`src/rtl/cpu_pkg.sv`:
```
// cpu_pkg: shared CPU types and constants.
// Contents: INSTR_W (instruction width), NOP (all-zero encoding),
//           OPC_MSB/OPC_LSB (opcode field position), fetchState_t (fetch FSM states),
//           opcodeOf() helper that extracts the opcode field.
package cpu_pkg;
    localparam int INSTR_W = 16;
    localparam logic [INSTR_W-1:0] NOP = '0;
    localparam int OPC_MSB = INSTR_W - 1;
    localparam int OPC_LSB = INSTR_W - 4;
    typedef enum logic [1:0] {IDLE, FETCH, HOLD, DROP} fetchState_t;
    function automatic logic [OPC_MSB-OPC_LSB:0] opcodeOf(input logic [INSTR_W-1:0] instr);
        return instr[OPC_MSB:OPC_LSB];
    endfunction
endpackage

```
`src/rtl/fetch_hold_buf.sv`:
```
// fetch_hold_buf: one-entry buffer parking a fetched word while decode is stalled.
// Ports: clk, reset (sync, active-high); load/unload/clear controls (clear wins over load);
//        dataIn/pcIn captured on load; data/pc/full present the parked entry.
module fetch_hold_buf
    import cpu_pkg::*;
#(
    parameter int PC_W    = 8,
    parameter int INSTR_W = cpu_pkg::INSTR_W
) (
    input  logic               clk,
    input  logic               reset,
    input  logic               load,
    input  logic               unload,
    input  logic               clear,
    input  logic [INSTR_W-1:0] dataIn,
    input  logic [PC_W-1:0]    pcIn,
    output logic [INSTR_W-1:0] data,
    output logic [PC_W-1:0]    pc,
    output logic               full
);
    always_ff @(posedge clk) begin
        if (reset || clear) begin
            data <= INSTR_W'(NOP);
            pc   <= '0;
            full <= 1'b0;
        end else if (load) begin
            data <= dataIn;
            pc   <= pcIn;
            full <= 1'b1;
        end else if (unload) begin
            full <= 1'b0;
        end
    end
endmodule

```
`src/rtl/fetch_stage.sv`:
```
// fetch_stage: instruction fetch FSM, pc and IF/ID pipeline register.
// Ports: clk, reset (sync, active-high);
//        imem_req/imem_addr out, imem_valid/imem_rdata in (instruction memory);
//        stallD, branchD, flushD, branch_targetD in (decode-stage control);
//        instrD, pcD, validD out (IF/ID contents).
// Optional: define FETCH_PERF_EN to add fetch_cnt and bubble_cnt saturating counters.
module fetch_stage
    import cpu_pkg::*;
#(
    parameter int PC_W    = 8,
    parameter int INSTR_W = cpu_pkg::INSTR_W
) (
    input  logic               clk,
    input  logic               reset,
    output logic               imem_req,
    output logic [PC_W-1:0]    imem_addr,
    input  logic               imem_valid,
    input  logic [INSTR_W-1:0] imem_rdata,
    input  logic               stallD,
    input  logic               branchD,
    input  logic               flushD,
    input  logic [PC_W-1:0]    branch_targetD,
    output logic [INSTR_W-1:0] instrD,
    output logic [PC_W-1:0]    pcD,
`ifdef FETCH_PERF_EN
    output logic [15:0]        fetch_cnt,
    output logic [15:0]        bubble_cnt,
`endif
    output logic               validD
);
    fetchState_t        state, nextState;
    logic [PC_W-1:0]    pc, pcNext, dropAddr;
    logic [INSTR_W-1:0] hbData;
    logic [PC_W-1:0]    hbPc;
    logic               hbFull, hbLoad, hbUnload, hbClear, loadFromMem, wrIfId;
    logic               br, take;

    assign br     = branchD && !stallD;
    // flush also blocks loading so a fetched word parks in the hold buffer instead of being lost
    assign take   = !stallD && !flushD;
    assign wrIfId = loadFromMem || hbUnload;
    // DROP keeps presenting the address of the abandoned request until its response returns
    assign imem_addr = (state == DROP) ? dropAddr : pc;

    always_comb begin
        nextState   = state;
        pcNext      = pc;
        imem_req    = 1'b0;
        hbLoad      = 1'b0;
        hbUnload    = 1'b0;
        hbClear     = 1'b0;
        loadFromMem = 1'b0;
        case (state)
            IDLE: begin
                nextState = FETCH;
                pcNext    = br ? branch_targetD : pc;
            end
            FETCH: begin
                imem_req = 1'b1;
                if (br) begin
                    pcNext    = branch_targetD;
                    hbClear   = 1'b1;
                    nextState = imem_valid ? FETCH : DROP;
                end else if (imem_valid) begin
                    pcNext      = pc + PC_W'(1);
                    loadFromMem = take;
                    hbLoad      = !take;
                    nextState   = take ? FETCH : HOLD;
                end
            end
            HOLD: begin
                if (br) begin
                    pcNext    = branch_targetD;
                    hbClear   = 1'b1;
                    nextState = FETCH;
                end else if (take && hbFull) begin
                    hbUnload  = 1'b1;
                    nextState = FETCH;
                end
            end
            default: begin
                imem_req  = 1'b1;
                pcNext    = br ? branch_targetD : pc;
                nextState = imem_valid ? FETCH : DROP;
            end
        endcase
    end

    always_ff @(posedge clk) begin
        if (reset) begin
            state    <= IDLE;
            pc       <= '0;
            dropAddr <= '0;
            instrD   <= INSTR_W'(NOP);
            pcD      <= '0;
            validD   <= 1'b0;
        end else begin
            state    <= nextState;
            pc       <= pcNext;
            dropAddr <= (state == DROP) ? dropAddr : pc;
            if (flushD) begin
                instrD <= INSTR_W'(NOP);
                validD <= 1'b0;
            end else if (wrIfId) begin
                instrD <= loadFromMem ? imem_rdata : hbData;
                pcD    <= loadFromMem ? pc : hbPc;
                validD <= 1'b1;
            end else if (!stallD) begin
                instrD <= INSTR_W'(NOP);
                validD <= 1'b0;
            end
        end
    end

    fetch_hold_buf #(.PC_W(PC_W), .INSTR_W(INSTR_W)) u_holdBuf (
        .clk    (clk),
        .reset  (reset),
        .load   (hbLoad),
        .unload (hbUnload),
        .clear  (hbClear),
        .dataIn (imem_rdata),
        .pcIn   (pc),
        .data   (hbData),
        .pc     (hbPc),
        .full   (hbFull)
    );

`ifdef FETCH_PERF_EN
    always_ff @(posedge clk) begin
        if (reset) begin
            fetch_cnt  <= '0;
            bubble_cnt <= '0;
        end else begin
            fetch_cnt  <= fetch_cnt + 16'(wrIfId && fetch_cnt != 16'hFFFF);
            bubble_cnt <= bubble_cnt + 16'(!validD && !stallD && bubble_cnt != 16'hFFFF);
        end
    end
`endif
endmodule

```
`config.mk`:
```
export PLATFORM = sky130hd
export DESIGN_NAME = fetch_stage
export DESIGN_NICKNAME = d
export VERILOG_FILES = /design/src/rtl/cpu_pkg.sv /design/src/rtl/fetch_hold_buf.sv /design/src/rtl/fetch_stage.sv
export SDC_FILE = /design/constraint.sdc
export NUM_CORES = 1
export LEC_CHECK = 0
export ABC_AREA = 1
export BUFFER_PORTS_ARGS = -buffer_cell sky130_fd_sc_hd__buf_2
export CAP_MARGIN = 20
export CORE_MARGIN = 2
export CORE_UTILIZATION = 32
export CTS_CLUSTER_DIAMETER = 60
export DETAILED_ROUTE_END_ITERATION = 12
export GPL_TIMING_DRIVEN = 0
export HOLD_SLACK_MARGIN = 0.06
export PLACE_DENSITY = 0.51
export SYNTH_ARGS = -nofsm -noshare
export SYNTH_HDL_FRONTEND = slang
export SYNTH_SLANG_ARGS = --single-unit
```
`constraint.sdc`:
```
create_clock -name clk -period 2.06 [get_ports clk]
set_input_delay 0.412 -clock clk [delete_from_list [all_inputs] [get_ports clk]]
set_output_delay 0.412 -clock clk [all_outputs]
set_load 0.01 [all_outputs]
```
---- Word level (Yosys, flattened, before mapping) ----
Cells that the tools add are included.
word-level totals
  register bits after elaboration ......... 68
  latch bits .............................. 0
  RAM bits ................................ 0
  ROM bits ................................ 0
  bits of input ports ..................... 30
  output and inout port bits .............. 34
  logic and storage cells ................. 67
  memories ................................ 0
operators by class
  $add $sub $neg .......................... 1
  multipliers ............................. 0
  div/mod/pow operators ................... 0
  $lt $le $gt $ge ......................... 0
  equal/unequal tests ..................... 6
  shift operators ......................... 0
  multiplexer cells ....................... 32
  bitwise operators ....................... 1
  reductions and logical operators ........ 18
operators with widths
  kind                                                   number
  2-to-1 mux 16 bit                                      3
  2-to-1 mux 8 bit                                       6
  2-to-1 mux 1 bit                                       16
  2-to-1 mux 2 bit                                       6
  adder 8 x 1 -> 8 bit, second input constant            1
  inequality test 3 bit, second input constant           2
  one-hot mux 2 bit (3 select lines)                     1
  AND reduction 2 bit                                    3
  nonzero test 2 bit                                     3
  OR reduction 2 bit                                     3
  equality test 2 bit, second input constant             2
  logical AND 1 bit                                      3
  logical NOT 1 bit                                      3
  equality test 2 x 1 -> 1 bit, second input constant    1
  logical NOT 2 bit                                      1
  logical OR 1 bit                                       2
  inequality test 2 x 1 -> 1 bit, second input constant  1
  NOT 1 bit                                              1

---- Logic depth before layout (Yosys ltp) ----
Gate-level depths: netlist of run 1.
  depth in word-level cells ............... 8
  mapped depth ............................ 11
  gate-level depth less buffers ........... 10

---- By module ----
From an unflattened synthesis of run 1, not the netlist that was laid out.
unflattened totals
  cells, all modules ...................... 465
  area total of the unflattened synthesis .. 3245.6 um2
by module, submodules not included
  module          instances  cells each  area an instance (um2)  sequential area each (um2)
  fetch_stage     1          354         2285.9                  860.8
  fetch_hold_buf  1          111         959.7                   500.5

---- Worst setup path after synthesis of run 1 ----
OpenSTA, ideal clock, no wires.
  path type ............................... register -> register
  start point ............................. register state[1]
  end point ............................... register pcD[4]
  setup time .............................. 116 ps
  data arrival time ....................... 1417 ps
  data required time ...................... 1944 ps
  path slack .............................. 528 ps
  cell stages (with the launch flop) ...... 10
  path buffers ............................ 1
  clock period less this slack ............ 1532 ps
  cells stage by stage .................... dfxtp_1 -> inv_1 -> ha_1 -> nand2_2 -> clkinv_2 -> nand3_2 -> nand2_2 -> buf_6 -> o21ai_0 -> nor2_1
on the way
  word-level cells in the longest chain between the ends .. 4
  elaborated cells between the ends (all ways) .. 7
  those cells by class .................... eq/ne: 2; mux: 3; reduce/logical: 2
RTL lines
  what                                                                        RTL line            text
  start: declaration                                                          fetch_stage.sv:31   fetchState_t state, nextState;
  start signal: assignment                                                    fetch_stage.sv:98   state <= nextState;
  equality test 2 x 1 -> 1 bit / equality test 2 bit (equally long branches)  fetch_stage.sv:53   case (state)
  2-to-1 mux 1 bit                                                            fetch_stage.sv:53
  logical OR 1 bit                                                            fetch_stage.sv:41   assign wrIfId = loadFromMem || hbUnload;
  AND reduction 2 bit (no line)                                               n/a
  end signal: assignment                                                      fetch_stage.sv:106  pcD <= loadFromMem ? pc : hbPc;
  end: declaration                                                            fetch_stage.sv:24   output logic [PC_W-1:0] pcD,
Several ways; a longest one is shown, not always the timed one.
A chain may end at the register's enable or synchronous reset.

---- Worst setup path after layout of run 1 ----
  start point ............................. register state[1]
  end point ............................... register pcD[6]
Same word-level chain as after synthesis.

==> summary.md, run 1 <==
| Metric | Value |
|---|---|
| Synthesis Warnings | 0 |
| CP max stage delay | 0.42 ns |
| Static leakage | 1.77 nW |
| Post-CTS Setup Bufs | 0 |
| Final min period | 1.91 ns |
| Setup CP Type | reg -> reg |
| Post-Synthesis Cell Area | 3290 um2 |
| CP most frequent cell | nand2_2 |
| Total grt overflow | 0 |
| Die area | 11100 um2 |
| Post-route antenna net violation count | 0 |
| WL/cell | approximately 13 um |
| Worst Hold Depth | 2 |
| Ys async rst share | 0 |
| Status | complete, no violations |
| Die width | 105 um |
| Post-synth top cells | nand2_1, dfxtp_1, a21oi_1 |
| Layout Area Growth over Synthesis | 21.0% |
| Count leader, synth | nand2_1 |
| Die Height | 105 um |
| Worst vdd ir | 0.000334 V |
| Slowest CP cell | dfxtp_1 |
| Post-synthesis cell count | 469 |
| CTS tree | built |
| Total CTS buffers | 9 |
| Core area | 10100 um2 |
| Share of layout cells above drive strength 1 | 0.211 |
| Maxcap violations | 0 |
| Rel. slew slack | 0.662 |
| Pwr/cell area | 937 nW/um2 |
| Fillers | 1113 |
| Clk sinks | 68 |
| Reg clk slew, reported paths | around 0.08 ns |
| Iteration-0 DRC Markers | 124 |
| Post-CTS Hold Fix Bufs | 0 |
| # diodes | 0 |
| DRC | 0 |
| # rows | 37 |
| Top_reg_cell synth | dfxtp_1 |
| Max-slew violation count | 0 |
| Post-synth EDFFs | 0 |
| Area contributors post-synth | dfxtp_1, nand2_1, a21oi_1 |
| Worst slew pin tran | 0.507 ns |
| CP Max Fanout | 10 |
| Nets | 577 |
| Largest net degree at the start of global routing | 14 |
| Endpoints failing setup | 0 |
| Final hold vios | 0 |
| GPL Wtd Cong | 0.814 |
| All-Layer GR Usage | 0.170 |
| Sequential cell area | 1360 um2 |
| Final period utilization | 0.928 |
| H-tree Lvls | 3 |
| Synthesis-stage register bit count | 68 |
| Cell taking the most area after synthesis | dfxtp_1 |
| Clk_skew | between 0.006 and 0.007 ns |
| Max Root-Sink Buffers | 2 |
| Crit end category | flip-flop |
| Routed wire length | 9.14 mm |
| Final HPWL DP | 6.60 mm |
| Multi-input logic area | 1650 um2 |
| FMAX | between 500 and 600 MHz |
| Vias in the first global route | between 3k and 4k |
| Synthesized net count | 505 |
| CTS root buf | clkbuf_8 |
| Worst EP required | 2.31 ns |
| First-pass GRT wire length | between 10 and 15 mm |
| Syn_area_per_cell | 7.01 um2 |
| Yosys cell types | 25 |
| Number of antenna violations at the first check in global routing | 0 |
| Startpoint Class | flip-flop |
| Hold Crit Class | in -> reg |
| Fin util | 0.392 |
| Starting Density | 0.324 |
| Seq/Total Area, Yosys | 0.414 |
| I/O Buffers | 62 |
| Post-synth top area share | 0.414 |
| Post-CTS sizing | 1 |
| Unrepaired setup endpoints after global routing | true |
| Top Ports | between 60 and 70 |
| Critical-path cell list | inv_1 > ha_1 > nand2_2 > clkinv_2 > nand3_2 > nand2_2 > buf_6 > o21ai_0 > nor2_1 |
| Via count | 3250 |
| Worst EP arrival | about 2.2 ns |
| DR vias/cell | 4.77 |
| Worst r2r path cells | 9 |
| Total Neg Setup Slack | 0 ns |
| WHS | between 0.2 and 0.3 ns |
| Clock latency of the later-clocked register in the worst-skew pair | 0.36 ns |
| 1st-pass router iterations | 4 |
sequential cells by signal (all words and copies together), names as in the netlist:
| register | flops |
|---|---|
| state | 2 |
| validD | 1 |
| pcD | 8 |
| pc | 8 |
| u_holdBuf.data | 16 |
| u_holdBuf.full | 1 |
| instrD | 16 |
| u_holdBuf.pc | 8 |
| dropAddr | 8 |
worst paths after layout:
check | start | endpoint | slack [ns]
hold / removal | reset | dropAddr[0] | 0.27
setup / recovery | state[1] | pcD[6] | 0.15
setup reg to reg | state[1] | pcD[6] | 0.15
hold reg to reg | instrD[8] | instrD[8] | 0.45
per-stage QoR:
step	total power (W)	setup WS (ns)	instance area, um2	instances
finish	0.00373	0.148	3980	682
global route	0.00398	-0.00785	3980	682
CTS	0.00376	0.0898	3970	682
detailed placement	0.00261	0.228	3770	667
global placement	0.00260	0.251	3770	667
floorplan	0.00227	0.528	3290	469
cell type report:
type	count	area share
Buffer	26	0.0456
Clock buffer	9	0.0311
Clock inverter	7	0.0192
Inverter	28	0.0274
Multi-Input combinational cell	346	0.414
Sequential cell	68	0.342
Tap cell	136	0.0428
Timing Repair Buffer	62	0.0780
per-layer routing:
metal,global-route usage,part of all wire,vias to the layer above
met5,0,0,-
met4,0.0943,0.027,0
met3,0.0303,0.049,19
met2,0.272,0.45,88
met1,0.216,0.47,1460
li1,-,-,1683
power by group:
group | leakage, nW | total (W) | internal, W | switching (W)
Sequential | 0.551 | 0.00156 | 0.00144 | 0.000126
Combinational | 1.12 | 0.00103 | 0.000369 | 0.000657
Clock | 0.0958 | 0.00114 | 0.000565 | 0.000577
Total | 1.77 | 0.00373 | 0.00237 | 0.00136
cells in the final DEF, fill, tap and decap left out, types with 3 or more instances in the layout:
master and instances:
nand4_1 25, nand2_2 3, a31oi_1 3, inv_1 23, a21oi_1 54, nand3_1 27
inv_2 3, o21ai_1 7, buf_4 8, nand2_1 167, dfxtp_1 68, clkbuf_1 4
nor2_1 27, ha_1 5, buf_6 6, o21ai_0 20, buf_2 69, clkbuf_8 9
cell families (layout without fill, tap and decap cells):
logic type                 count (synthesis)  after routing  synth area share
DFF                                       68             68             0.414
buffers and inverters                     55            132            0.0894
AOI/OAI and AO/OA                         84             84             0.129
and+or+nand+nor                          256            256             0.345
adders and majority gates                  6              6            0.0228
critical path: cells and delay by family (launching register included):
kind,cells,cell delay (ns)
AND/OR/NAND/NOR,4,0.52
AO/OA/AOI/OAI,1,0.15
adder cells (fa/ha/maj),1,0.25
buffers and inverters,3,0.47
flip-flops,1,0.42
No activity file was read; power rests on OpenSTA's default activity.
==> inputs of run 2 (changes only) <==
--- a/config.mk
+++ b/config.mk
@@ -8,7 +8,7 @@
 export ABC_AREA = 1
 export BUFFER_PORTS_ARGS = -buffer_cell sky130_fd_sc_hd__buf_2
 export CAP_MARGIN = 20
-export CORE_MARGIN = 2
+export CORE_MARGIN = 10
 export CORE_UTILIZATION = 32
 export CTS_CLUSTER_DIAMETER = 60
 export DETAILED_ROUTE_END_ITERATION = 12
==> run 2 against run 1 <==
Die area up 33%; sequential cell count unchanged; final area increased by 0.19%; combinational power about the same; final cell count down 0.44%; largest power group unchanged; highest routed layer unchanged.
==> summary.md, run 2 (synthesized netlist as in run 1, its figures left out) <==
| Metric | Value |
|---|---|
| Commonest non-fill, non-tap cell in the layout | nand2_1 |
| Biggest regs | instrD (16), u_holdBuf.data (16) |
| Static leakage | 1.78 nW |
| Max Root-Sink Buffers | 2 |
| Reg2reg setup slack | 0.24 ns |
| Die width | 121 um |
| Slowest CP cell | dfxtp_1 |
| # rows | 36 |
| Worst vdd ir | ~0.00035 V |
| Clk_skew | 0.00350 ns |
| Via count | 3200 |
| GPL Wtd Cong | 0.846 |
| Worst EP required | 1.65 ns |
| Total CTS buffers | 9 |
| I/O Buffers | 62 |
| Design area | 3990 um2 |
| Unrepaired setup endpoints after global routing | false |
| DR vias/cell | 4.71 |
| WL/cell | 14.3 um |
| CP most frequent cell | nand2_1 |
| Final hold vios | 0 |
| Die area | 14700 um2 |
| Final period utilization | 0.896 |
| Total grt overflow | 0 |
| 1st-pass router iterations | 4 |
| Maxcap violations | 0 |
| Post-route antenna net violation count | 0 |
| Core area | 9910 um2 |
| Largest net degree at the start of global routing | 13 |
| First-pass GRT wire length | between 15 and 20 mm |
| # diodes | 0 |
| Startpoint Class | flip-flop |
| Reg clk slew, reported paths | 0.08 ns |
| Pwr/cell area | 946 nW/um2 |
| Share of layout cells above drive strength 1 | 0.212 |
| Die Height | between 100 and 150 um |
| Top Ports | between 60 and 70 |
| CTS tree | built |
| Endpoints failing setup | 0 |
| Layout Area Growth over Synthesis | 21.2% |
| Hold Crit Class | in -> reg |
| Nets | 577 |
| Total Neg Setup Slack | 0 ns |
| Number of antenna violations at the first check in global routing | 0 |
| Critical-path cell list | ha_4 > inv_1 > nand2_1 > nand2_1 > buf_2 |
| Routed wire length | between 9 and 10 mm |
| CP max stage delay | 0.43 ns |
| CTS root buf | clkbuf_8 |
| CP Max Fanout | 9 |
| Setup CP Type | reg -> out |
| Rel. slew slack | 0.666 |
| Clock latency of the later-clocked register in the worst-skew pair | 0.34 ns |
| Max-slew violation count | 0 |
| Final min period | 1.85 ns |
| DRC | 0 |
| All-Layer GR Usage | 0.133 |
| Clk sinks | 68 |
| Worst EP arrival | 1.43 ns |
| FMAX | 541 MHz |
| Worst slew pin tran | approximately 0.5 ns |
| H-tree Lvls | 3 |
| Post-CTS Setup Bufs | 0 |
| Status | complete, no violations |
| Most frequent cells in the layout | nand2_1, buf_2, dfxtp_1 |
| Vias in the first global route | 3188 |
| Placed Area | 3770 um2 |
| Starting Density | 0.332 |
| Post-CTS Hold Fix Bufs | 0 |
| Iteration-0 DRC Markers | 187 |
| Crit end category | output pin |
| Final HPWL DP | 7.21 mm |
[run 2: cell types whose count changed in the layout (fill, tap and decap cells not counted)]
cell | before | now
clkinv_4 | 2 | 0
dfxtp_1 | 68 | 67
clkbuf_8 | 9 | 11
dfxtp_2 | 0 | 1
[run 2: layout make-up]
| class | count | area [um2] |
|---|---|---|
| flip-flops and latches | 68 | 1360 |
| well taps | 133 | 166 |
| repair buffers | 62 | 310 |
| multi-input cells | 346 | 1650 |
| fillers | 1105 | 5920 |
| inverters | 28 | 109 |
| clock buffers | 11 | 151 |
| plain buffers | 26 | 181 |
| clock inverters | 5 | 58.8 |
[run 2: worst paths after layout]
check             start           end  cells past startpoint
max            state[0]  imem_addr[2]                      5
min               reset   dropAddr[0]                      2
max reg2reg    state[1]        pcD[6]                      9
min reg2reg  instrD[10]    instrD[10]                      2
[run 2: stage by stage]
step	util	power (W)	std cells	hold slack, ns	worst slack [ns]
3_3_place_gp	0.380	0.00261	664	0.440	0.241
2_1_floorplan	-	0.00227	469	0.439	0.528
4_1_cts	0.401	0.00379	679	0.271	0.112
5_1_grt	0.402	0.00404	679	0.299	0.0348
3_5_place_dp	0.380	0.00261	664	0.446	0.230
6_report	0.402	0.00377	679	0.289	0.213
[run 2: critical path: cells and delay by family, from the launching register on]
kind / cells / cell delay, ns
and+or+nand+nor: 2 / 0.17
DFF: 1 / 0.43
adders and majority gates: 1 / 0.22
buffers and inverters: 2 / 0.26
[run 2: report_power, final]
| part | switching [W] | leakage, nW | internal [W] |
|---|---|---|---|
| clock | 0.000547 | 0.102 | 0.000628 |
| sequential | 0.000128 | 0.552 | 0.00144 |
| combinational | 0.000660 | 1.12 | 0.000369 |
| total | 0.00133 | 1.78 | 0.00244 |
[run 2: per-layer routing]
| metal | global-route usage | routed length (um) |
|---|---|---|
| met1 | 0.171 | 4630 |
| met2 | 0.209 | 4370 |
| met3 | 0.0326 | 559 |
| met4 | 0.0477 | 137 |
| met5 | 0 | 0 |
[run 2: timing repair]
action | in CTS | in global routing
setup endpoints to repair | 8 | 7
endpoints found under the hold margin | 0 | 0
cloned | 0 | 0
resized for setup | 1 | 2
